[config.mk]
export PLATFORM = sky130hd
export DESIGN_NAME = gate8_scheduler_flat
export DESIGN_NICKNAME = d
export VERILOG_FILES = /design/src/rtl/gate8_scheduler_if.sv /design/src/rtl/gate8_scheduler.sv /design/src/flat_wrapper.sv
export SDC_FILE = /design/constraint.sdc
export NUM_CORES = 1
export LEC_CHECK = 0
export BUFFER_PORTS_ARGS = -buffer_cell sky130_fd_sc_hd__buf_2
export CAP_MARGIN = 20
export CORE_MARGIN = 5
export CORE_UTILIZATION = 30
export CTS_BUF_LIST = sky130_fd_sc_hd__clkbuf_16
export DETAILED_ROUTE_END_ITERATION = 10
export PLACE_DENSITY_LB_ADDON = 0.25
export SLEW_MARGIN = 20
export SYNTH_ARGS = -nofsm -noshare
export SYNTH_HDL_FRONTEND = slang
export SYNTH_SLANG_ARGS = --single-unit
[constraint.sdc]
create_clock -name clk -period 4 [get_ports clk]
set_clock_uncertainty 0.2 [all_clocks]
set_input_delay 0.2 -clock clk [delete_from_list [all_inputs] [get_ports clk]]
set_output_delay 0.2 -clock clk [all_outputs]
set_load 0.05 [all_outputs]
[src/rtl/gate8_scheduler_if.sv]
// ---------------------------------------------------------------------------
// gate8_scheduler_if
// Request/response bundle between client blocks and the shared 8-bit gate
// scheduler.
//   req_valid/req_ready : per-requester handshake (N_REQ = 2**ID_W lanes)
//   req_op/req_a/req_b  : per-requester opcode and operands, packed by lane
//   rsp_valid/rsp_ready : single response handshake
//   rsp_id/rsp_data     : owning requester index and result
//   busy                : scheduler is executing or holding a response
// Modports: master = client side, slave = scheduler side.
// ---------------------------------------------------------------------------
interface gate8_scheduler_if #(
  parameter int ID_W = 2,
  parameter int W    = 8
);
  localparam int N_REQ = 2 ** ID_W;

  logic [N_REQ-1:0]   req_valid;
  logic [N_REQ-1:0]   req_ready;
  logic [2*N_REQ-1:0] req_op;
  logic [W*N_REQ-1:0] req_a;
  logic [W*N_REQ-1:0] req_b;
  logic               rsp_valid;
  logic               rsp_ready;
  logic [ID_W-1:0]    rsp_id;
  logic [W-1:0]       rsp_data;
  logic               busy;

  modport master (
    output req_valid, req_op, req_a, req_b, rsp_ready,
    input  req_ready, rsp_valid, rsp_id, rsp_data, busy
  );

  modport slave (
    input  req_valid, req_op, req_a, req_b, rsp_ready,
    output req_ready, rsp_valid, rsp_id, rsp_data, busy
  );
endinterface

[src/rtl/gate8_scheduler.sv]
// ---------------------------------------------------------------------------
// gate8_scheduler
// Arbitrates N_REQ requesters onto one bitwise AND/OR/XOR/NOT unit, executes
// one operation at a time and returns the result tagged with the requester
// index.
// Ports:
//   clk   : rising-edge clock
//   rst_n : asynchronous active-low reset
//   bus   : gate8_scheduler_if.slave (request lanes, response channel, busy)
// Build option:
//   GATE8_SCHED_PRIO_EN defined -> fixed priority (lowest index wins).
//   undefined (default)         -> round-robin starting after last grant.
//
// state | meaning
// ------+---------------------------------------------------------------
// IDLE  | waiting for any req_valid; grant is combinational, latch on edge
// EXEC  | evaluate latched op, register result/id, update ptr
// RESP  | rsp_valid held until rsp_ready, then back to IDLE
// ---------------------------------------------------------------------------
module gate8_scheduler #(
  parameter int ID_W = 2,
  parameter int W    = 8
) (
  input  logic                clk,
  input  logic                rst_n,
  gate8_scheduler_if.slave    bus
);
  localparam int N_REQ = 2 ** ID_W;

  typedef enum logic [1:0] {
    S_IDLE = 2'd0,
    S_EXEC = 2'd1,
    S_RESP = 2'd2
  } state_t;

  state_t          r_state;
  logic [ID_W-1:0] r_ptr;
  logic [ID_W-1:0] r_gid;
  logic [1:0]      r_op;
  logic [W-1:0]    r_a;
  logic [W-1:0]    r_b;
  logic            r_rsp_valid;
  logic [ID_W-1:0] r_rsp_id;
  logic [W-1:0]    r_rsp_data;
  logic            r_busy;

  logic            w_any;
  logic [ID_W-1:0] w_grant;
  logic [ID_W-1:0] w_idx;
  logic [N_REQ-1:0] w_ready;
  logic [1:0]      w_op;
  logic [W-1:0]    w_a;
  logic [W-1:0]    w_b;
  logic [W-1:0]    w_result;

  // Grant search. Round-robin starts one past the last served requester and
  // wraps naturally through the ID_W-bit adder; k = N_REQ lands on ptr itself
  // so a lone requester can always be served again.
  always_comb begin
    w_any   = 1'b0;
    w_grant = '0;
    w_idx   = '0;
    for (int k = 1; k <= N_REQ; k++) begin
`ifdef GATE8_SCHED_PRIO_EN
      w_idx = ID_W'(k - 1);
`else
      w_idx = r_ptr + ID_W'(k);
`endif
      if (!w_any && bus.req_valid[w_idx]) begin
        w_any   = 1'b1;
        w_grant = w_idx;
      end
    end
  end

  // Payload mux for the granted lane.
  always_comb begin
    w_op = '0;
    w_a  = '0;
    w_b  = '0;
    for (int i = 0; i < N_REQ; i++) begin
      if (w_grant == ID_W'(i)) begin
        w_op = bus.req_op[2*i +: 2];
        w_a  = bus.req_a[W*i +: W];
        w_b  = bus.req_b[W*i +: W];
      end
    end
  end

  always_comb begin
    w_ready = '0;
    if (r_state == S_IDLE && w_any) begin
      w_ready[w_grant] = 1'b1;
    end
  end

  // Shared gate datapath: purely bitwise, no carries.
  always_comb begin
    w_result = '0;
    case (r_op)
      2'b00:   w_result = r_a & r_b;
      2'b01:   w_result = r_a | r_b;
      2'b10:   w_result = r_a ^ r_b;
      default: w_result = ~r_a;
    endcase
  end

  always_ff @(posedge clk or negedge rst_n) begin
    if (!rst_n) begin
      r_state     <= S_IDLE;
      r_ptr       <= ID_W'(N_REQ - 1);
      r_gid       <= '0;
      r_op        <= '0;
      r_a         <= '0;
      r_b         <= '0;
      r_rsp_valid <= 1'b0;
      r_rsp_id    <= '0;
      r_rsp_data  <= '0;
      r_busy      <= 1'b0;
    end else begin
      case (r_state)
        S_IDLE: begin
          if (w_any) begin
            r_op    <= w_op;
            r_a     <= w_a;
            r_b     <= w_b;
            r_gid   <= w_grant;
            r_busy  <= 1'b1;
            r_state <= S_EXEC;
          end
        end
        S_EXEC: begin
          r_rsp_data  <= w_result;
          r_rsp_id    <= r_gid;
          r_ptr       <= r_gid;
          r_rsp_valid <= 1'b1;
          r_state     <= S_RESP;
        end
        S_RESP: begin
          if (bus.rsp_ready) begin
            r_rsp_valid <= 1'b0;
            r_busy      <= 1'b0;
            r_state     <= S_IDLE;
          end
        end
        default: begin
          r_rsp_valid <= 1'b0;
          r_busy      <= 1'b0;
          r_state     <= S_IDLE;
        end
      endcase
    end
  end

  assign bus.req_ready = w_ready;
  assign bus.rsp_valid = r_rsp_valid;
  assign bus.rsp_id    = r_rsp_id;
  assign bus.rsp_data  = r_rsp_data;
  assign bus.busy      = r_busy;

endmodule

[src/flat_wrapper.sv]
// flat-port wrapper written by rule: the top's interface ports become plain ports
module gate8_scheduler_flat 
#(
  parameter int ID_W = 2,
  parameter int W    = 8
)
  (clk, rst_n, bus_req_valid, bus_req_op, bus_req_a, bus_req_b, bus_rsp_ready, bus_req_ready, bus_rsp_valid, bus_rsp_id, bus_rsp_data, bus_busy);
  gate8_scheduler_if #(.ID_W(ID_W), .W(W)) bus_i ();
  input  logic clk;
  input  logic rst_n;
  input wire logic [$bits(bus_i.req_valid)-1:0] bus_req_valid;
  input wire logic [$bits(bus_i.req_op)-1:0] bus_req_op;
  input wire logic [$bits(bus_i.req_a)-1:0] bus_req_a;
  input wire logic [$bits(bus_i.req_b)-1:0] bus_req_b;
  input wire logic [$bits(bus_i.rsp_ready)-1:0] bus_rsp_ready;
  output wire logic [$bits(bus_i.req_ready)-1:0] bus_req_ready;
  output wire logic [$bits(bus_i.rsp_valid)-1:0] bus_rsp_valid;
  output wire logic [$bits(bus_i.rsp_id)-1:0] bus_rsp_id;
  output wire logic [$bits(bus_i.rsp_data)-1:0] bus_rsp_data;
  output wire logic [$bits(bus_i.busy)-1:0] bus_busy;
  assign bus_i.req_valid = bus_req_valid;
  assign bus_i.req_op = bus_req_op;
  assign bus_i.req_a = bus_req_a;
  assign bus_i.req_b = bus_req_b;
  assign bus_i.rsp_ready = bus_rsp_ready;
  assign bus_req_ready = bus_i.req_ready;
  assign bus_rsp_valid = bus_i.rsp_valid;
  assign bus_rsp_id = bus_i.rsp_id;
  assign bus_rsp_data = bus_i.rsp_data;
  assign bus_busy = bus_i.busy;
  gate8_scheduler #(.ID_W(ID_W), .W(W)) u_core (.clk(clk), .rst_n(rst_n), .bus(bus_i));
endmodule
* Word-level counts from Yosys, hierarchy flattened *
Cells that the tools add are included.

word-level totals
  register bits = 36
  output and inout port bits = 16

cells by class
  equality and inequality tests = 9
  bitwise operators = 6
  muxes and demuxes = 39
  reductions and logical operators = 15
  add/subtract/negate cells = 3
  magnitude comparators = 6

operator list
  kind                                                                           number
  8-bit two-way mux                                                              8
  8-bit case mux with 3 select lines                                             1
  2-bit two-way mux                                                              10
  2-bit by 3-bit less-than comparator with 1-bit output (second input constant)  5
  1-bit two-way mux                                                              11
  8-bit bitwise AND                                                              1
  1-bit binary-select mux with 2-bit select                                      4
  2-bit == test (second input constant)                                          4
  8-bit inverter                                                                 1
  8-bit bitwise OR                                                               1
  8-bit bitwise XOR                                                              1
  2-bit by 1-bit == test with 1-bit output (second input constant)               3
  2-bit logical NOT                                                              3
  1-bit case mux with 3 select lines                                             2
  2-bit case mux with 3 select lines                                             1
  2-bit AND reduction                                                            3
  1-bit logical AND                                                              5
  2-bit adder (second input constant)                                            2
  4-bit two-way mux                                                              1
  1-bit logical NOT                                                              3
  3-bit AND reduction                                                            1
  2-bit by 1-bit adder with 2-bit output (second input constant)                 1
  1-bit demux with 2-bit select                                                  1
  2-bit by 1-bit >= comparator with 1-bit output (second input constant)         1
  other kinds (3)                                                                4

* Logic depth before layout (Yosys ltp) *
  depth after elaboration = 18
  depth in mapped cells = 8
  mapped depth without buffers = 6

* Worst setup path before layout *
OpenSTA, ideal clock, no wires.

  kind = register -> output
  start point = register u_core.r_ptr[0]
  end point = output bus_req_ready[3]
  arrival = 2.441 ns
  path buffers = 2
  slack = 1.159 ns
  cell stages (with the launch flop) = 7
  cell sequence = dfstp_2 buf_6 nand2b_1 nor2_1 or3_4 buf_6 nor3_1

between the ends
  cells in the longest elaborated chain, start to end = 18

RTL lines
  what                                                                                                                                                  RTL line                RTL
  start, declared                                                                                                                                       gate8_scheduler.sv:37   logic [ID_W-1:0] r_ptr;
  start signal, assigned                                                                                                                                gate8_scheduler.sv:111  r_ptr <= ID_W'(N_REQ - 1);
  start signal, assigned                                                                                                                                gate8_scheduler.sv:135  r_ptr <= r_gid;
  2-bit by 1-bit adder with 2-bit output                                                                                                                gate8_scheduler.sv:67   w_idx = r_ptr + ID_W'(k);
  1-bit binary-select mux with 2-bit select                                                                                                             gate8_scheduler.sv:69   if (!w_any && bus.req_valid[w_idx]) begin
  1-bit two-way mux (implied by the code)                                                                                                               gate8_scheduler.sv:69
  1-bit two-way mux                                                                                                                                     gate8_scheduler.sv:69
  1-bit logical NOT                                                                                                                                     gate8_scheduler.sv:69
  1-bit logical AND                                                                                                                                     gate8_scheduler.sv:69
  1-bit two-way mux                                                                                                                                     gate8_scheduler.sv:69
  1-bit logical NOT                                                                                                                                     gate8_scheduler.sv:69
  (+2 left out)                                                                                                                                         --
  1-bit logical NOT                                                                                                                                     gate8_scheduler.sv:69
  1-bit logical AND                                                                                                                                     gate8_scheduler.sv:69
  2-bit two-way mux                                                                                                                                     gate8_scheduler.sv:69
  2-bit by 3-bit less-than comparator with 1-bit output (implied by the code) / 2-bit by 1-bit >= comparator with 1-bit output (equally long branches)  gate8_scheduler.sv:93   w_ready[w_grant] = 1'b1;
  1-bit logical AND (implied by the code)                                                                                                               gate8_scheduler.sv:93
  1-bit two-way mux (implied by the code)                                                                                                               gate8_scheduler.sv:93
  1-bit demux with 2-bit select                                                                                                                         --
  4-bit two-way mux *                                                                                                                                   gate8_scheduler.sv:92   if (r_state == S_IDLE && w_any) begin
  end, declared                                                                                                                                         flat_wrapper.sv:16      output wire logic [$bits(bus_i.req_ready)-1:0] bus_req_ready;

Every way passes the cells marked *; elsewhere a longest branch is shown, timed or not. The select of a mux whose other input is x is not followed.

* Worst setup path after layout *
  start point = register u_core.r_ptr[0]
  end point = output bus_req_ready[0]

Same word-level chain as after synthesis.

==> metrics.csv <==
stage;metric;value;unit
worst_hold_path;Hold Crit Start;bus_req_a[3];
run;max_cap viols;0;
critical_path;largest delay contributor family on the critical path;simple AND/OR/NAND/NOR gates;
power;leakage;1.61;nW
placement;gpl congestion;0.802;
critical_path;r2r setup slk;1570;ps
final_layout;non-filler instance count after layout;482;
yosys;post-synthesis cell type count;37;
power;Power Dens Cells;818;nW/um^2
sta;hold slack;9.74;ps
yosys;Most used DFF post-synth;dfrtp_1;
yosys;Synth area leaders;dfrtp_1, ha_1, nand2_1;
routing;Iteration-0 DRC Markers;52;
routing;Final ANT Viol Nets;0;
global_routing;GRT overflow;0;
critical_path;Max stage delay on crit path;620;ps
clock_network;CTS Buffer Depth;2;
worst_hold_path;HP Class;input port to flip-flop;
yosys;Synth async-reset ratio;100;%
yosys;post-synthesis cell count;281;
die;die height;102;microns
clock_network;CTS Hold Bufs;11;
placement;dpl hpwl;5600;microns
yosys;number of flops mapped to enable cells by yosys;0;
critical_path;CP Max Fanout;14;
sta;min Tclk post-route;2740;ps
final_layout;final instance area;3350;sq um
clock_network;Root Driver;clkbuf_16;
yosys;Synth Register Bits;36;
placement;Setup WS pre-CTS;1430;ps
routing;final WL;7620;microns
sta;Hold Fails Final Rpt;0;
clock_network;worst skew pair latency;280;ps
yosys;sequential-to-total area share from yosys stat;35.2;%
sta;Setup TNS;0;ps
clock_network;post_cts resized;0;
final_layout;ant diodes;0;
critical_path;CP max stage cell;dfstp_2;
yosys;count leader, synth;nand2_1;
critical_path;CP endpoint kind;output pin;
placement;placed cell count;463;
critical_path;element type at the critical path start;flip-flop;
global_routing;first-pass GRT wire length;11900;microns
sta;Slew @ Worst Pin;1030;ps
critical_path;Worst Path Arrival;2340;ps
yosys;top post-synthesis cells by count;nand2_1, dfrtp_1, nor2_1, inv_1, ha_1;
critical_path;CP required;3600;ps
clock_network;Clock H-tree levels;2;
yosys;yosys synthesis warning count;0;
yosys;Syn Nets;376;
clock_network;Reg clk slew, reported paths;60;ps
die;Rows;33;
final_layout;Filler Cell Count;857;
critical_path;Reg-to-Reg Start;u_core.r_ptr[0];
placement;number of port buffers;94;
global_routing;vias in the first global route;2360;
die;die area;10500;sq um
clock_network;CTS tree;built;
yosys;area leader, netlist;dfrtp_1;
final_layout;layout cells sized above 1;35.5;%
sta;RSZ-0062 raised after global routing;false;
run_status;status;completed;
clock_network;TritonCTS Buffers;5;
yosys;syn avg cell area;9.13;sq um
sta;fmax;364;MHz
sta;Rel. slew slack;31.4;%
sta;endpoints failing setup;0;
routing;DR vias/cell;4.95;
die;Initial Util;31.1;%
placement;dpl cell area;3080;sq um
die;core area;8260;sq um
yosys;Cell Area, Synth;2560;sq um
final_layout;area grow syn2layout;30.7;%
final_layout;final net count;471;
critical_path;CP Launch Point;u_core.r_ptr[0];
die;Ports;95;
critical_path;CP Class;flip-flop to output pin;
clock_network;Post-CTS Setup Inserts;0;
routing;drt first pass iters;6;
global_routing;Total Routing Usage GR;14.8;%
sta;worst setup margin;1260;ps
routing;drt wl/cell;15.8;microns
die;die width;102;microns
power;Peak supply drop;0.253;mV
clock_network;# clock sinks;36;
routing;DR DRC count;0;
critical_path;CP bufs+invs;2;
sta;period utilisation layout;68.6;%
critical_path;crit path cell chain;nand2b_1 > nor2_1 > nor3_2 > buf_4 > nor3_1 > buf_2;
global_routing;pin count of the biggest net entering global routing;37;
sta;max-slew violations;0;
yosys;post-synth top area share;33.2;%
global_routing;initial antenna violation count;0;
routing;via count;2387;
## power by group
group	total, mW	switching [mW]	internal, mW
sequential	0.773	0.219	0.555
combinational	1.52	0.925	0.595
clock	0.451	0.158	0.293
total	2.74	1.30	1.44
## metrics by stage
step           util, %  power (mW)
3_5_place_dp      37.2        2.31
4_1_cts           40.6        2.79
3_3_place_gp      37.2        2.27
5_1_grt           40.6        2.99
2_1_floorplan        -        1.96
6_report          40.6        2.74
## cell families (layout without fill, tap and decap cells)
kind of cell / after synthesis / in the layout / synth area share [%]
AOI/OAI and AO/OA: 87 / 87 / 26.8
and+or+nand+nor: 85 / 85 / 14.7
buffers and inverters: 42 / 138 / 7.95
DFF: 36 / 36 / 35.2
adders and majority gates: 16 / 16 / 7.80
muxes: 15 / 15 / 7.46
## layout make-up
cell class	count	area, sq um	area share (%)
Sequential cell	36	903	26.9
Inverter	23	88.8	2.65
Multi-Input combinational cell	203	1470	43.7
Tap cell	105	131	3.92
Timing Repair Buffer	107	596	17.8
Clock buffer	5	125	3.73
Clock inverter	3	42.5	1.27
## cells in the final DEF (no fill, tap or decap), drive strengths merged, types with 2 or more instances in the layout
cell,synthesis,final
a211oi,5,5
a21oi,14,14
a221oi,18,18
a22oi,11,11
buf,11,96
clkbuf,8,5
dfrtp,34,34
dfstp,2,2
dlygate4sd3,0,11
ha,16,16
inv,23,23
mux2,3,3
mux2i,9,9
mux4,3,3
nand2,38,38
nand2b,5,5
nor2,24,24
nor3,5,5
o21a,2,2
o21ai,12,12
o221ai,10,10
o22ai,10,10
or2,8,8
or3,2,2
## registers in the layout (all words and copies together), names as in the netlist
| signal | count |
|---|---|
| u_core.r_state | 2 |
| u_core.r_a | 8 |
| u_core.bus.rsp_id | 2 |
| u_core.r_b | 8 |
| u_core.r_ptr | 2 |
| u_core.bus.rsp_data | 8 |
| u_core.bus.busy | 1 |
| u_core.bus.rsp_valid | 1 |
| u_core.r_gid | 2 |
| u_core.r_op | 2 |
## worst register-to-register path, cell delays in order, from the launching register on
cell	delay, ps
dfstp_2	620
nand2b_1	200
nor2_1	80
nor3_2	460
buf_4	370
mux2i_1	270
o22ai_1	110
## path summary, 6_finish.rpt
check	depth (start not counted)	to
setup / recovery	6	bus_req_ready[0]
hold / removal	3	u_core.r_a[3]
setup reg to reg	6	u_core.r_b[4]
hold reg to reg	2	u_core.bus.rsp_id[0]
max in group asynchronous	2	u_core.bus.rsp_data[3]
min in group asynchronous	2	u_core.bus.rsp_id[1]
## routing by layer
metal / part of all wire [%] / track usage [%] / wire length [microns] / vias to the layer above
li1: - / - / - / 1217
met4: 0.93 / 3.94 / 71 / 0
met2: 46 / 24.6 / 3540 / 83
met1: 44 / 19.3 / 3390 / 1081
met5: 0 / 0 / 0 / -
met3: 8.2 / 3.69 / 624 / 6
Note: power is estimated with default switching activity, not from simulation.
